--- src/rtl/jtframe_upload_pkg.sv ---
// Shared types for the HPS uploader.
// FSM state encoding and the out-of-range fill byte.
package jtframe_upload_pkg;

    typedef enum logic [1:0] {
        ST_IDLE,
        ST_REQ,
        ST_WAIT
    } state_t;

    localparam logic [7:0] FILL_BYTE = 8'hFF;

    function automatic logic [7:0] byte_sel(
        input logic [15:0] w,
        input logic        hi
    );
        return hi ? w[15:8] : w[7:0];
    endfunction

endpackage

--- src/rtl/jtframe_uploader_if.sv ---
// 16-bit word fetch bus between the uploader and memory.
// The uploader is the master; memory acks then flags data ready.
interface jtframe_uploader_if #(
    parameter int AW = 22
) ();
    logic          mem_req;
    logic [AW-2:0] mem_addr;
    logic          mem_ack;
    logic          mem_rdy;
    logic [15:0]   mem_data;

    modport master (
        output mem_req, mem_addr,
        input  mem_ack, mem_rdy, mem_data
    );

    modport slave (
        input  mem_req, mem_addr,
        output mem_ack, mem_rdy, mem_data
    );
endinterface

--- src/rtl/jtframe_uploader.sv ---
// Serves hps_io byte reads from 16-bit memory through a one-word cache.
// Out-of-range reads and fetch timeouts return the fill byte.
module jtframe_uploader
    import jtframe_upload_pkg::*;
#(
    parameter int            AW        = 22,
    parameter logic [AW-1:0] DUMP_SIZE = AW'(22'h2000),
    parameter int            TIMEOUT   = 255
)(
    input  logic               clk,
    input  logic               rst_n,
    input  logic               ioctl_upload,
    input  logic               ioctl_rd,
    input  logic [AW-1:0]      ioctl_addr,
    output logic [7:0]         ioctl_din,
    output logic               ioctl_wait,
    jtframe_uploader_if.master mem,
    output logic               upload_done,
    output logic               err
);

    localparam int            CW   = $clog2(TIMEOUT + 2);
    localparam logic [CW-1:0] TMO  = CW'(TIMEOUT);
    localparam logic [CW-1:0] CMAX = '1;

    state_t        st, st_nx;
    logic          upload_q;
    logic          sel, sel_nx;
    logic [AW-2:0] cache_addr, caddr_nx;
    logic [AW-2:0] maddr_nx;
    logic [15:0]   cache_data, cdata_nx;
    logic          cache_valid, cval_nx;
    logic [CW-1:0] cnt, cnt_nx, cnt_inc;
    logic          req_nx, wait_nx;
    logic          done_nx, err_nx;
    logic [7:0]    din_nx;
    logic          rise, fall, oob, hit, take;

    assign rise = ioctl_upload & ~upload_q;
    assign fall = ~ioctl_upload & upload_q;
    assign oob  = ioctl_addr >= DUMP_SIZE;
    // A rising session edge invalidates the cache in the same cycle
    assign hit  = ~oob & cache_valid & ~rise &
                  (cache_addr == ioctl_addr[AW-1:1]);
    assign cnt_inc = (cnt == CMAX) ? cnt : cnt + CW'(1);
    assign take = ioctl_upload & mem.mem_rdy &
                  ((st == ST_WAIT) |
                   ((st == ST_REQ) & mem.mem_ack));

    always_comb begin
        st_nx    = st;
        req_nx   = mem.mem_req;
        maddr_nx = mem.mem_addr;
        wait_nx  = ioctl_wait;
        din_nx   = ioctl_din;
        done_nx  = 1'b0;
        err_nx   = err;
        caddr_nx = cache_addr;
        cdata_nx = cache_data;
        cval_nx  = cache_valid;
        cnt_nx   = cnt;
        sel_nx   = sel;
        if (rise) begin
            cval_nx = 1'b0;
            err_nx  = 1'b0;
        end
        if (fall) begin
            done_nx = 1'b1;
            st_nx   = ST_IDLE;
            req_nx  = 1'b0;
            wait_nx = 1'b0;
            cval_nx = 1'b0;
        end else if (ioctl_upload) begin
            unique case (st)
                ST_IDLE: if (ioctl_rd) begin
                    unique case (1'b1)
                        oob: din_nx = FILL_BYTE;
                        hit: din_nx = byte_sel(cache_data,
                                               ioctl_addr[0]);
                        default: begin
                            req_nx   = 1'b1;
                            maddr_nx = ioctl_addr[AW-1:1];
                            sel_nx   = ioctl_addr[0];
                            wait_nx  = 1'b1;
                            st_nx    = ST_REQ;
                        end
                    endcase
                end
                ST_REQ: begin
                    if (ioctl_rd) err_nx = 1'b1;
                    if (mem.mem_ack) begin
                        req_nx = 1'b0;
                        cnt_nx = '0;
                        st_nx  = ST_WAIT;
                    end
                end
                ST_WAIT: begin
                    if (ioctl_rd) err_nx = 1'b1;
                    if (!mem.mem_rdy) begin
                        cnt_nx = cnt_inc;
                        if (cnt_inc >= TMO) begin
                            din_nx  = FILL_BYTE;
                            err_nx  = 1'b1;
                            cval_nx = 1'b0;
                            wait_nx = 1'b0;
                            st_nx   = ST_IDLE;
                        end
                    end
                end
                default: st_nx = ST_IDLE;
            endcase
            if (take) begin
                caddr_nx = mem.mem_addr;
                cdata_nx = mem.mem_data;
                cval_nx  = 1'b1;
                din_nx   = byte_sel(mem.mem_data, sel);
                wait_nx  = 1'b0;
                st_nx    = ST_IDLE;
            end
        end
    end

    always_ff @(posedge clk or negedge rst_n) begin
        if (!rst_n) begin
            st           <= ST_IDLE;
            upload_q     <= 1'b0;
            mem.mem_req  <= 1'b0;
            mem.mem_addr <= '0;
            ioctl_wait   <= 1'b0;
            ioctl_din    <= FILL_BYTE;
            upload_done  <= 1'b0;
            err          <= 1'b0;
            cache_addr   <= '0;
            cache_data   <= '0;
            cache_valid  <= 1'b0;
            cnt          <= '0;
            sel          <= 1'b0;
        end else begin
            st           <= st_nx;
            upload_q     <= ioctl_upload;
            mem.mem_req  <= req_nx;
            mem.mem_addr <= maddr_nx;
            ioctl_wait   <= wait_nx;
            ioctl_din    <= din_nx;
            upload_done  <= done_nx;
            err          <= err_nx;
            cache_addr   <= caddr_nx;
            cache_data   <= cdata_nx;
            cache_valid  <= cval_nx;
            cnt          <= cnt_nx;
            sel          <= sel_nx;
        end
    end

endmodule

--- src/flat_wrapper.sv ---
// flat-port wrapper written by rule: the top's interface ports become plain ports
module jtframe_uploader_flat import jtframe_upload_pkg::*;
#(
    parameter int            AW        = 22,
    parameter logic [AW-1:0] DUMP_SIZE = AW'(22'h2000),
    parameter int            TIMEOUT   = 255
)
  (clk, rst_n, ioctl_upload, ioctl_rd, ioctl_addr, ioctl_din, ioctl_wait, upload_done, err, mem_mem_req, mem_mem_addr, mem_mem_ack, mem_mem_rdy, mem_mem_data);
  jtframe_uploader_if #(.AW(AW)) mem_i ();
  input  logic clk;
  input  logic rst_n;
  input  logic ioctl_upload;
  input  logic ioctl_rd;
  input  logic [AW-1:0] ioctl_addr;
  output logic [7:0] ioctl_din;
  output logic ioctl_wait;
  output logic upload_done;
  output logic err;
  output wire logic [$bits(mem_i.mem_req)-1:0] mem_mem_req;
  output wire logic [$bits(mem_i.mem_addr)-1:0] mem_mem_addr;
  input wire logic [$bits(mem_i.mem_ack)-1:0] mem_mem_ack;
  input wire logic [$bits(mem_i.mem_rdy)-1:0] mem_mem_rdy;
  input wire logic [$bits(mem_i.mem_data)-1:0] mem_mem_data;
  assign mem_mem_req = mem_i.mem_req;
  assign mem_mem_addr = mem_i.mem_addr;
  assign mem_i.mem_ack = mem_mem_ack;
  assign mem_i.mem_rdy = mem_mem_rdy;
  assign mem_i.mem_data = mem_mem_data;
  jtframe_uploader #(.AW(AW), .DUMP_SIZE(DUMP_SIZE), .TIMEOUT(TIMEOUT)) u_core (.clk(clk), .rst_n(rst_n), .ioctl_upload(ioctl_upload), .ioctl_rd(ioctl_rd), .ioctl_addr(ioctl_addr), .ioctl_din(ioctl_din), .ioctl_wait(ioctl_wait), .mem(mem_i), .upload_done(upload_done), .err(err));
endmodule
--- config.mk ---
export PLATFORM = sky130hd
export DESIGN_NAME = jtframe_uploader_flat
export DESIGN_NICKNAME = d
export VERILOG_FILES = /design/src/rtl/jtframe_upload_pkg.sv /design/src/rtl/jtframe_uploader_if.sv /design/src/rtl/jtframe_uploader.sv /design/src/flat_wrapper.sv
export SDC_FILE = /design/constraint.sdc
export NUM_CORES = 1
export LEC_CHECK = 0
export ABC_AREA = 0
export CORE_MARGIN = 5
export CORE_UTILIZATION = 30
export CTS_CLUSTER_DIAMETER = 120
export CTS_CLUSTER_SIZE = 14
export DETAILED_ROUTE_END_ITERATION = 16
export RECOVER_POWER = 50
export SETUP_SLACK_MARGIN = 0.4
export SLEW_MARGIN = 20
export SYNTH_ARGS = -nofsm -noshare
export SYNTH_HDL_FRONTEND = slang
export SYNTH_SLANG_ARGS = --single-unit
--- constraint.sdc ---
create_clock -name clk -period 7.06 [get_ports clk]
set_input_delay 1.412 -clock clk [delete_from_list [all_inputs] [get_ports clk]]
set_output_delay 1.412 -clock clk [all_outputs]
set_load 0.02 [all_outputs]
Word level (Yosys, flattened, before mapping). Cells that the tools add are included.

Mux-type cells: 48. Bitwise logic cells: 15. $lt $le $gt $ge: 2. $add $sub $neg: 1. Reductions and logical operators: 14. Equal/unequal tests: 18.

Operators with widths (number): 8-bit 2-to-1 mux (6); 8-bit one-hot mux with 2 select lines (2); 9-bit 2-to-1 mux (3); 1-bit 2-to-1 mux (24); 22-bit by 14-bit >= comparator with 1-bit output (second input constant) (1); 21-bit == test (1); 4-bit by 2-bit != test with 1-bit output (second input constant) (5); 3-bit by 2-bit != test with 1-bit output (second input constant) (6); 9-bit one-hot mux with 2 select lines (1); 2-bit 2-to-1 mux (8); 5-bit AND reduction (3); 6-bit AND reduction (2); 9-bit by 1-bit adder with 9-bit output (second input constant) (1); 9-bit == test (second input constant) (1); 9-bit by 8-bit >= comparator with 1-bit output (second input constant) (1); 1-bit bitwise AND (8); 7-bit AND reduction (1); 1-bit inverter (6); 1-bit one-hot mux with 2 select lines (3); 2-bit one-hot mux with 3 select lines (1); 3-bit nonzero test (2); 2-bit != test (second input constant) (2); 4-bit by 1-bit != test with 1-bit output (second input constant) (1); 2-bit nonzero test (2); other kinds (7) (7).

Word-level logic and storage cells: 111. Register bits after elaboration: 84.

Depth between registers and ports, before layout. Gate-level depths: netlist of run 1.

Depth in word-level cells: 12. Depth in mapped cells: 10. Mapped depth without buffers: 8.

Least setup slack after synthesis of run 1. OpenSTA, ideal clock, no wires.

Path kind: input-to-reg. From: input ioctl_upload. To: register u_core.ioctl_din[0]. Arrival time: 3289 ps. Stages: 7. Library setup time: 82 ps. Slack: 3689 ps. Data required time: 6978 ps. Cells stage by stage: clkbuf_1 -> inv_2 -> o21ai_1 -> or4_1 -> nor4_1 -> a22oi_1 -> mux2_2.

Cells in the longest elaborated chain, start to end: 8. Elaborated cells on any way between the ends: 19.

RTL lines: start: declaration (RTL line flat_wrapper.sv:12) `input logic ioctl_upload;`; 1-bit bitwise AND (RTL line jtframe_uploader.sv:39) `assign rise = ioctl_upload & ~upload_q;`; 1-bit inverter (RTL line jtframe_uploader.sv:43) `assign hit = ~oob & cache_valid & ~rise &`; 1-bit bitwise AND (2 in a row) (RTL line jtframe_uploader.sv:43); 8-bit one-hot mux with 2 select lines (RTL line jtframe_uploader.sv:76) `unique case (1'b1)`; 8-bit 2-to-1 mux (RTL line jtframe_uploader.sv:75) `ST_IDLE: if (ioctl_rd) begin`; 8-bit one-hot mux with 2 select lines (RTL line jtframe_uploader.sv:74) `unique case (st)`; 8-bit 2-to-1 mux (RTL line jtframe_uploader.sv:112) `if (take) begin`; end signal: assignment (RTL line jtframe_uploader.sv:144) `ioctl_din <= din_nx;`; end: declaration (RTL line jtframe_uploader.sv:15) `output logic [7:0] ioctl_din,`.

Several ways; a longest one is shown, not always the timed one. The select of a mux whose other input is x is not followed. A chain may end at the register's enable or synchronous reset.

Worst setup path after layout of run 1.
From: input ioctl_upload. To: register u_core.ioctl_din[2].

The elaborated chain is that of the path after synthesis.

==> flow_metrics.py, run 1 <==
metrics = {
    "sta": {
        "worst_pin_slew_ps": 2110,
        "slew_headroom_pct": -40.6,
        "fin_crit_sh_pct": 61.0,
        "fin_skew_ps": 9.76,
        "tns_ps": 0,
        "hold_ws_ps": 471,
        "fin_crit_ps": 4310,
        "rsz0062_at_grt": "no",
        "hold_viol": 0,
        "setup_viol": 0,
        "fmax_mhz": 232,
        "finalMaxSlewViolations": 79,
    },
    "synth": {
        "synth_compound_area_share_pct": 9.49,
        "yosys.area_share.xor_xnor_pct": 4.69,
        "ys_seq_elements": 84,
        "synth_top_cell_area_share_pct": 46.2,
        "syn_area_um2": 4110,
        "synth-main-ff-cell": "dfrtp_1",
        "synth_nets": 471,
        "synth-seq-area-share_pct": 51.4,
        "synthMuxAreaShare_pct": 10.1,
        "syn_inst": 422,
        "avgSynthCellArea_um2": 9.75,
        "synth_top_family_by_area": "simple AND/OR/NAND/NOR gates",
        "synth-async-reset-ratio_pct": 100,
        "synth_edf_count": 0,
        "synth-simple-area-share_pct": 20.0,
        "synth_largest_area_cell": "dfrtp_1",
        "yosys-top-cells-area": "dfrtp_1, nand2_1, dfstp_2",
        "yosysUniqueCellTypes": 48,
        "ys_warn_count": 0,
        "synth_adder_area_share_pct": 1.52,
    },
    "setup_path": {
        "r2r_start": "u_core.st[0]",
        "startpoint_type": "input port",
        "crit_path_start": "ioctl_upload",
        "ff2ff_setup_slack_ps": 3620,
        "crit_type": "in2reg",
        "cp-end-kind": "flip-flop",
        "arrival_ps": 4570,
        "crit_fanout": 45,
        "timing.rr.end": "u_core.ioctl_din[2]",
        "endpoint": "u_core.ioctl_din[2]",
        "reg2regPathDepth": 7,
        "cp.required_ps": 7320,
    },
    "power": {
        "total_power_mw": 1.38,
        "peakVddDrop_uv": 118,
        "p_leak_nw": 2.48,
        "p_per_area_nw_per_um2": 259,
    },
    "clocking": {
        "cts_resized": 0,
        "cts_made_buffers": 9,
        "clkLatencyLatePin_ps": 340,
        "cts_htree_levels": 3,
        "clk_path_buf_depth": 2,
        "cts_tree": "yes",
        "cts_root_buffer": "clkbuf_16",
        "clock_sinks": 84,
        "clk_pin_slew_worst_paths_ps": 60,
        "postCtsSetupBuffers": 0,
        "cts_hold_buf": 0,
    },
    "place": {
        "dp_hpwl_um": 7440,
        "io_buffers": 76,
        "gp_congestion": 0.880,
    },
    "die": {
        "coreArea_um2": 13300,
        "die_area_um2": 16200,
        "initial_utilization_pct": 30.8,
        "io_pins": 77,
        "die_y_um": 127,
        "die_x_um": 127,
        "rows": 42,
    },
    "drt": {
        "ant_nets": 0,
        "drt-total-wl_um": 10500,
        "drtIter0Drc": 194,
        "viasPerCell": 4.83,
        "drc": 0,
        "dr.pass1.iters": 4,
        "routedWlPerCell_um": 15.5,
        "vias": 3266,
    },
    "global_routing": {
        "grt_pass1_wl_um": 17800,
        "antenna_found_initial": 0,
        "grt_overflow_total": 0,
        "grt_pass1_vias": 3480,
        "grt_usage_pct": 13.7,
        "grt_max_degree": 54,
    },
    "finish": {
        "final_cell_mix": "nand2_1, dfrtp_1, clkdlybuf4s50_1",
        "nets": 544,
        "syn_to_final_growth_pct": 29.9,
        "drive_gt1_share_pct": 7.40,
        "antennaDiodeCount": 0,
        "layout_commonest_cell": "nand2_1",
        "nFillCells": 1341,
    },
    "run": {
        "cap_viol_max_count": 2,
    },
    "status": {
        "outcome": "finished, violations left",
        "violations": "capacitance limit, slew limit",
    },
    "min_path": {
        "hold_path_class": "reg2reg",
    },
}
cell families after synthesis:
group	Yosys count
XOR/XNOR	22
flip-flops	84
AO/OA/AOI/OAI	54
adder cells (fa/ha/maj)	5
buffers and inverters	29
AND/OR/NAND/NOR	189
multiplexers	39
where the power goes:
group / total, mW / internal (mW) / switching, mW
Combinational: 0.320 / 0.135 / 0.185
Clock: 0.468 / 0.276 / 0.193
Sequential: 0.593 / 0.552 / 0.0416
cell usage after synthesis, types with 3 or more instances:
library cell and count:
a21oi_1 4, a22o_1 5, a22oi_1 8, and3_1 4
clkbuf_1 14, dfrtp_1 76, dfstp_2 8, ha_1 5
inv_1 8, mux2_1 13, mux2_2 8, mux2i_1 18
nand2_1 137, nand3_1 7, nand4_1 3, nor2_1 6
nor2b_1 11, nor3_1 6, nor4_1 6, o21ai_0 13
o21ai_1 4, o41ai_1 3, xnor2_1 5, xor2_1 17
flip-flops by register name, indices dropped and copies added, names as in the netlist:
signal               flops
u_core.cache_addr       21
u_core.mem.mem_addr     21
u_core.cache_data       16
u_core.cnt               9
u_core.ioctl_din         8
u_core.st                2
u_core.cache_valid       1
u_core.err               1
u_core.ioctl_wait        1
u_core.mem.mem_req       1
u_core.sel               1
u_core.upload_done       1
u_core.upload_q          1
how the worst min path moves through the flow:
stage                    startpoint  depth (start not counted)                   end  slack, ps
2_1_floorplan  u_core.cache_data[6]                          2  u_core.cache_data[6]        440
3_3_place_gp   u_core.cache_data[5]                          2  u_core.cache_data[5]        460
3_5_place_dp   u_core.cache_data[0]                          2  u_core.cache_data[0]        460
4_1_cts        u_core.cache_data[0]                          2  u_core.cache_data[0]        480
5_1_grt        u_core.cache_data[0]                          2  u_core.cache_data[0]        500
6_report       u_core.cache_data[0]                          2  u_core.cache_data[0]        470
per-layer routing:
layer  track usage [%]  share of wire [%]
met5                 0                  0
met4              4.16                1.4
met3              4.17                5.2
met2              22.5                 48
met1              17.5                 45
critical path, cell delays in order:
cell and delay (ps):
dlygate4sd3_1 760, and3_1 210, clkbuf_1 1500, a22oi_1 290, mux2_2 380
metrics by stage:
step / util [%] / setup WS (ps) / area, um^2 / std cells
detailed placement: 37.9 / 2860 / 5060 / 660
CTS: 40.1 / 3220 / 5350 / 676
floorplan: - / 3690 / 4110 / 422
global placement: 37.8 / 2970 / 5050 / 660
finish: 40.0 / 2750 / 5340 / 676
global route: 40.0 / 2490 / 5340 / 676
cell type report:
type                            instances  area, um^2  area share (%)
Sequential cell                        84        2110            39.5
Clock inverter                          5        60.1            1.12
Timing Repair Buffer                   81         788            14.8
Clock buffer                           11         233            4.36
Tap cell                              176         220            4.12
Multi-Input combinational cell        309        1890            35.4
Inverter                               10        37.5           0.703
Note: power is estimated with default switching activity, not from simulation.
==> run 2: changes to the inputs <==
==> constraint.sdc (replaced) <==
create_clock -name clk -period 4.2 [get_ports clk]
set_input_delay 0.84 -clock clk [delete_from_list [all_inputs] [get_ports clk]]
set_output_delay 0.84 -clock clk [all_outputs]
set_load 0.02 [all_outputs]
==> flow_metrics.py, run 2 (synthesis gave the netlist of run 1 again) <==
metrics = {
    "min_path": {
        "worstHoldPathCells": 2,
        "hold_end": "u_core.cache_data[0]",
        "hold_path_class": "reg2reg",
        "worstHoldStart": "u_core.cache_data[0]",
    },
    "clocking": {
        "clk_pin_slew_worst_paths_ps": 70,
        "clk_path_buf_depth": 2,
        "cts_hold_buf": 0,
        "clock_sinks": 84,
        "clkLatencyLatePin_ps": 350,
        "cts_made_buffers": 9,
        "cts_tree": "yes",
        "cts_root_buffer": "clkbuf_16",
        "cts_resized": 0,
        "postCtsSetupBuffers": 0,
        "cts_htree_levels": 3,
    },
    "drt": {
        "vias": 3252,
        "drtIter0Drc": 262,
        "ant_nets": 0,
        "routedWlPerCell_um": 15.2,
        "drc": 0,
        "dr.pass1.iters": 4,
        "drt-total-wl_um": 10300,
        "viasPerCell": 4.80,
    },
    "setup_path": {
        "crit_fanout": 11,
        "cp.required_ps": 4480,
        "reg2regPathDepth": 7,
        "crit_slowest_cell": "dlygate4sd3_1",
        "arrival_ps": 3620,
        "cp-end-kind": "flip-flop",
        "cpLargestDelayFamily": "buffers and inverters",
        "cp_num_buf_inv": 2,
        "r2r_start": "u_core.cnt[0]",
        "max_stage_delay_ps": 690,
        "startpoint_type": "input port",
        "timing.rr.end": "u_core.ioctl_din[3]",
        "ff2ff_setup_slack_ps": 1370,
        "crit_type": "in2reg",
        "crit_path_cell_trace": "dlygate4sd3_1 > inv_1 > o21ai_1 > or4_1 > nor3_1 > o2111ai_1 > mux2_2",
    },
    "global_routing": {
        "grt_usage_pct": 13.6,
        "antenna_found_initial": 0,
        "grt_pass1_wl_um": 17600,
        "grt_pass1_vias": 3501,
        "grt_overflow_total": 0,
        "grt_max_degree": 60,
    },
    "finish": {
        "final_cell_mix": "nand2_1, dfrtp_1, clkdlybuf4s50_1",
        "drive_gt1_share_pct": 8.17,
        "antennaDiodeCount": 0,
        "largestRegisters": "u_core.cache_addr x21, u_core.mem.mem_addr x21, u_core.cache_data x16",
        "syn_to_final_growth_pct": 30.5,
        "nets": 546,
        "stdcell_count": 678,
        "layout_commonest_cell": "nand2_1",
    },
    "place": {
        "gp_congestion": 0.844,
        "dp_hpwl_um": 7480,
        "dp_cells": 662,
        "io_buffers": 76,
    },
    "sta": {
        "setup_viol": 0,
        "hold_viol": 0,
        "fin_crit_sh_pct": 79.6,
        "tns_ps": 0,
        "fin_crit_ps": 3340,
        "fin_skew_ps": 7.49,
        "slew_headroom_pct": 1.01,
        "worst_pin_slew_ps": 1480,
        "finalMaxSlewViolations": 0,
        "rsz0062_at_grt": "no",
        "fmax_mhz": 299,
    },
    "die": {
        "die_x_um": 127,
        "die_area_um2": 16200,
        "initial_utilization_pct": 30.8,
        "io_pins": 77,
        "die_y_um": 127,
        "rows": 42,
        "coreArea_um2": 13300,
    },
    "power": {
        "p_leak_nw": 2.51,
        "peakVddDrop_uv": 200,
        "p_per_area_nw_per_um2": 429,
    },
    "run": {
        "cap_viol_max_count": 0,
    },
    "status": {
        "outcome": "complete, no violations",
    },
}
-- run 2: final cells by class --
type,count,area [um^2]
well taps,176,220
inverters,10,37.5
fillers,1322,7980
clock buffers,9,225
clock inverters,7,70.1
repair buffers,83,817
flip-flops and latches,84,2110
multi-input cells,309,1890
-- run 2: power by group --
part           total (mW)  switching (mW)  internal (mW)
Combinational       0.538           0.310          0.228
Clock               0.770           0.355          0.416
Sequential          0.992          0.0657          0.927
Total                2.30           0.731           1.57
-- run 2: routing by layer --
layer / global-route usage (%) / vias up / share of wire, % / wire, um
li1: - / 1600 / - / -
met3: 4.42 / 9 / 4.4 / 449
met4: 3.53 / 0 / 0.99 / 102
met1: 18.0 / 1581 / 47 / 4850
met5: 0 / - / 0 / 0
met2: 21.5 / 62 / 47 / 4880
-- run 2: through the flow --
step	power (mW)	instance area (um^2)	util (%)	worst slack, ps	hold WS, ps
after global routing	2.45	5370	40.2	677	493
after CTS	2.34	5370	40.3	946	480
after global placement	1.53	5080	38.0	647	454
after detailed placement	1.55	5080	38.0	571	463
after floorplan	1.35	4110	-	1400	438
final	2.30	5370	40.2	857	477
-- run 2: worst max path at each step --
stage	startpoint	end	slack, ps	cells past startpoint
5_1_grt	ioctl_upload	u_core.ioctl_din[1]	680	7
3_3_place_gp	ioctl_upload	u_core.ioctl_din[7]	650	7
2_1_floorplan	ioctl_upload	u_core.ioctl_din[0]	1400	7
4_1_cts	ioctl_upload	u_core.ioctl_din[5]	950	7
6_report	ioctl_upload	u_core.ioctl_din[3]	860	7
3_5_place_dp	ioctl_upload	u_core.ioctl_din[5]	570	7
-- run 2: worst register-to-register path: stages, from the launching register on --
cell	delay (ps)
dfrtp_1	440
ha_1	350
and4_1	290
a2bb2oi_1	70
or3b_1	410
o21ai_0	230
o2111ai_1	500
mux2_2	460
==> run 3: changes to the inputs <==
==> constraint.sdc (replaced) <==
create_clock -name clk -period 3 [get_ports clk]
set_input_delay 0.6 -clock clk [delete_from_list [all_inputs] [get_ports clk]]
set_output_delay 0.6 -clock clk [all_outputs]
set_load 0.02 [all_outputs]
==> flow_metrics.py, run 3 (synthesis gave the netlist of run 1 again) <==
metrics = {
    "status": {
        "outcome": "complete, no violations",
    },
    "die": {
        "initial_utilization_pct": 30.8,
        "die_y_um": 127,
        "coreArea_um2": 13300,
        "die_x_um": 127,
        "io_pins": 77,
        "rows": 42,
        "die_area_um2": 16200,
    },
    "global_routing": {
        "grt_pass1_vias": 3550,
        "antenna_found_initial": 0,
        "grt_overflow_total": 0,
        "grt_max_degree": 49,
        "grt_pass1_wl_um": 18100,
        "grt_usage_pct": 14.2,
    },
    "place": {
        "gp_congestion": 0.861,
        "place_area_um2": 5130,
        "io_buffers": 76,
        "dp_hpwl_um": 7560,
        "dp_slack_ps": 52.7,
    },
    "clocking": {
        "cts_made_buffers": 9,
        "cts_htree_levels": 3,
        "clk_path_buf_depth": 2,
        "clock_sinks": 84,
        "clkLatencyLatePin_ps": 340,
        "cts_tree": "yes",
        "clk_pin_slew_worst_paths_ps": 60,
        "cts_root_buffer": "clkbuf_16",
    },
    "sta": {
        "worst_pin_slew_ps": 1190,
        "fin_crit_sh_pct": 85.5,
        "setup_viol": 0,
        "setup_ws_ps": 435,
        "fin_crit_ps": 2570,
        "hold_viol": 0,
        "finalMaxSlewViolations": 0,
        "tns_ps": 0,
        "fin_skew_ps": 7.39,
        "rsz0062_at_grt": "yes",
        "slew_headroom_pct": 20.6,
        "fmax_mhz": 390,
    },
    "finish": {
        "final_cell_mix": "nand2_1, dfrtp_1, clkdlybuf4s50_1",
        "nets": 557,
        "syn_to_final_growth_pct": 35.5,
        "largestRegisters": "u_core.cache_addr x21, u_core.mem.mem_addr x21, u_core.cache_data x16",
        "nFillCells": 1323,
        "antennaDiodeCount": 0,
        "layout_commonest_cell": "nand2_1",
        "design_area_um2": 5570,
        "drive_gt1_share_pct": 12.5,
    },
    "drt": {
        "routedWlPerCell_um": 15.7,
        "vias": 3353,
        "drt-total-wl_um": 10800,
        "drtIter0Drc": 189,
        "viasPerCell": 4.87,
        "drc": 0,
        "ant_nets": 0,
        "dr.pass1.iters": 4,
    },
    "power": {
        "p_leak_nw": 2.58,
        "p_per_area_nw_per_um2": 630,
        "peakVddDrop_uv": 339,
    },
    "setup_path": {
        "arrival_ps": 2790,
        "crit_slowest_cell": "or4_1",
        "crit_path_cell_trace": "dlygate4sd3_1 > inv_2 > o21ai_1 > or4_1 > o31a_1 > buf_4 > mux2_1",
        "startpoint_type": "input port",
        "max_stage_delay_ps": 620,
        "cp.required_ps": 3220,
        "crit_fanout": 10,
        "ff2ff_setup_slack_ps": 440,
        "crit_type": "in2reg",
        "cp-end-kind": "flip-flop",
    },
    "run": {
        "cap_viol_max_count": 0,
    },
    "min_path": {
        "hold_path_class": "in2async",
    },
}
## run 3: cell type report
type / count / area, um^2 / area share, %
clock buffer: 11 / 233 / 4.18
timing repair buffer: 94 / 887 / 15.9
clock inverter: 5 / 109 / 1.95
inverter: 10 / 37.5 / 0.674
tap: 176 / 220 / 3.95
multi-input combinational: 309 / 1970 / 35.4
sequential: 84 / 2110 / 38.0
## run 3: critical path, delay by kind of cell
| kind | cells | cell delay (ps) |
|---|---|---|
| buf+inv | 3 | 860 |
| compound gates | 2 | 380 |
| mux | 1 | 320 |
| simple gates | 1 | 620 |
## run 3: report_power, final
part	internal [mW]	total [mW]	leakage (nW)	switching [mW]
clock network	0.820	1.28	0.162	0.461
registers	1.30	1.39	1.11	0.0907
logic	0.368	0.837	1.31	0.469
## run 3: routing by layer
metal  track usage (%)  share of wire, %  wire [um]
met1              18.9                46       5020
met2              22.2                48       5170
met3              3.88               4.3        469
met4              4.92               1.6        170
met5                 0                 0          0
## run 3: repair_timing
| action | CTS | global route |
|---|---|---|
| hold buffers | 0 | 0 |
| buffers inserted | 3 | 1 |
| setup endpoints to repair | 3 | 23 |
| resized for setup | 6 | 10 |
| pin swaps | 1 | 5 |
## run 3: worst paths after layout
kind                            cells past startpoint                  from                       to
worst min register to register                      2  u_core.cache_data[3]     u_core.cache_data[3]
worst max register to register                      7         u_core.cnt[1]        u_core.ioctl_wait
max in group asynchronous                           2                 rst_n  u_core.mem.mem_addr[16]
worst min-delay path                                1                 rst_n        u_core.ioctl_wait
worst max-delay path                                7          ioctl_upload   u_core.mem.mem_addr[9]
min in group clk                                    2  u_core.cache_data[3]     u_core.cache_data[3]
## run 3: through the flow
step / power [mW] / util (%) / hold WS [ps] / std cells
3_3_place_gp: 2.18 / 38.4 / 456 / 669
6_report: 3.51 / 41.7 / 210 / 689
4_1_cts: 3.54 / 41.3 / 239 / 688
3_5_place_dp: 2.20 / 38.4 / 461 / 669
2_1_floorplan: 1.88 / - / 304 / 422
5_1_grt: 3.72 / 41.7 / 251 / 689
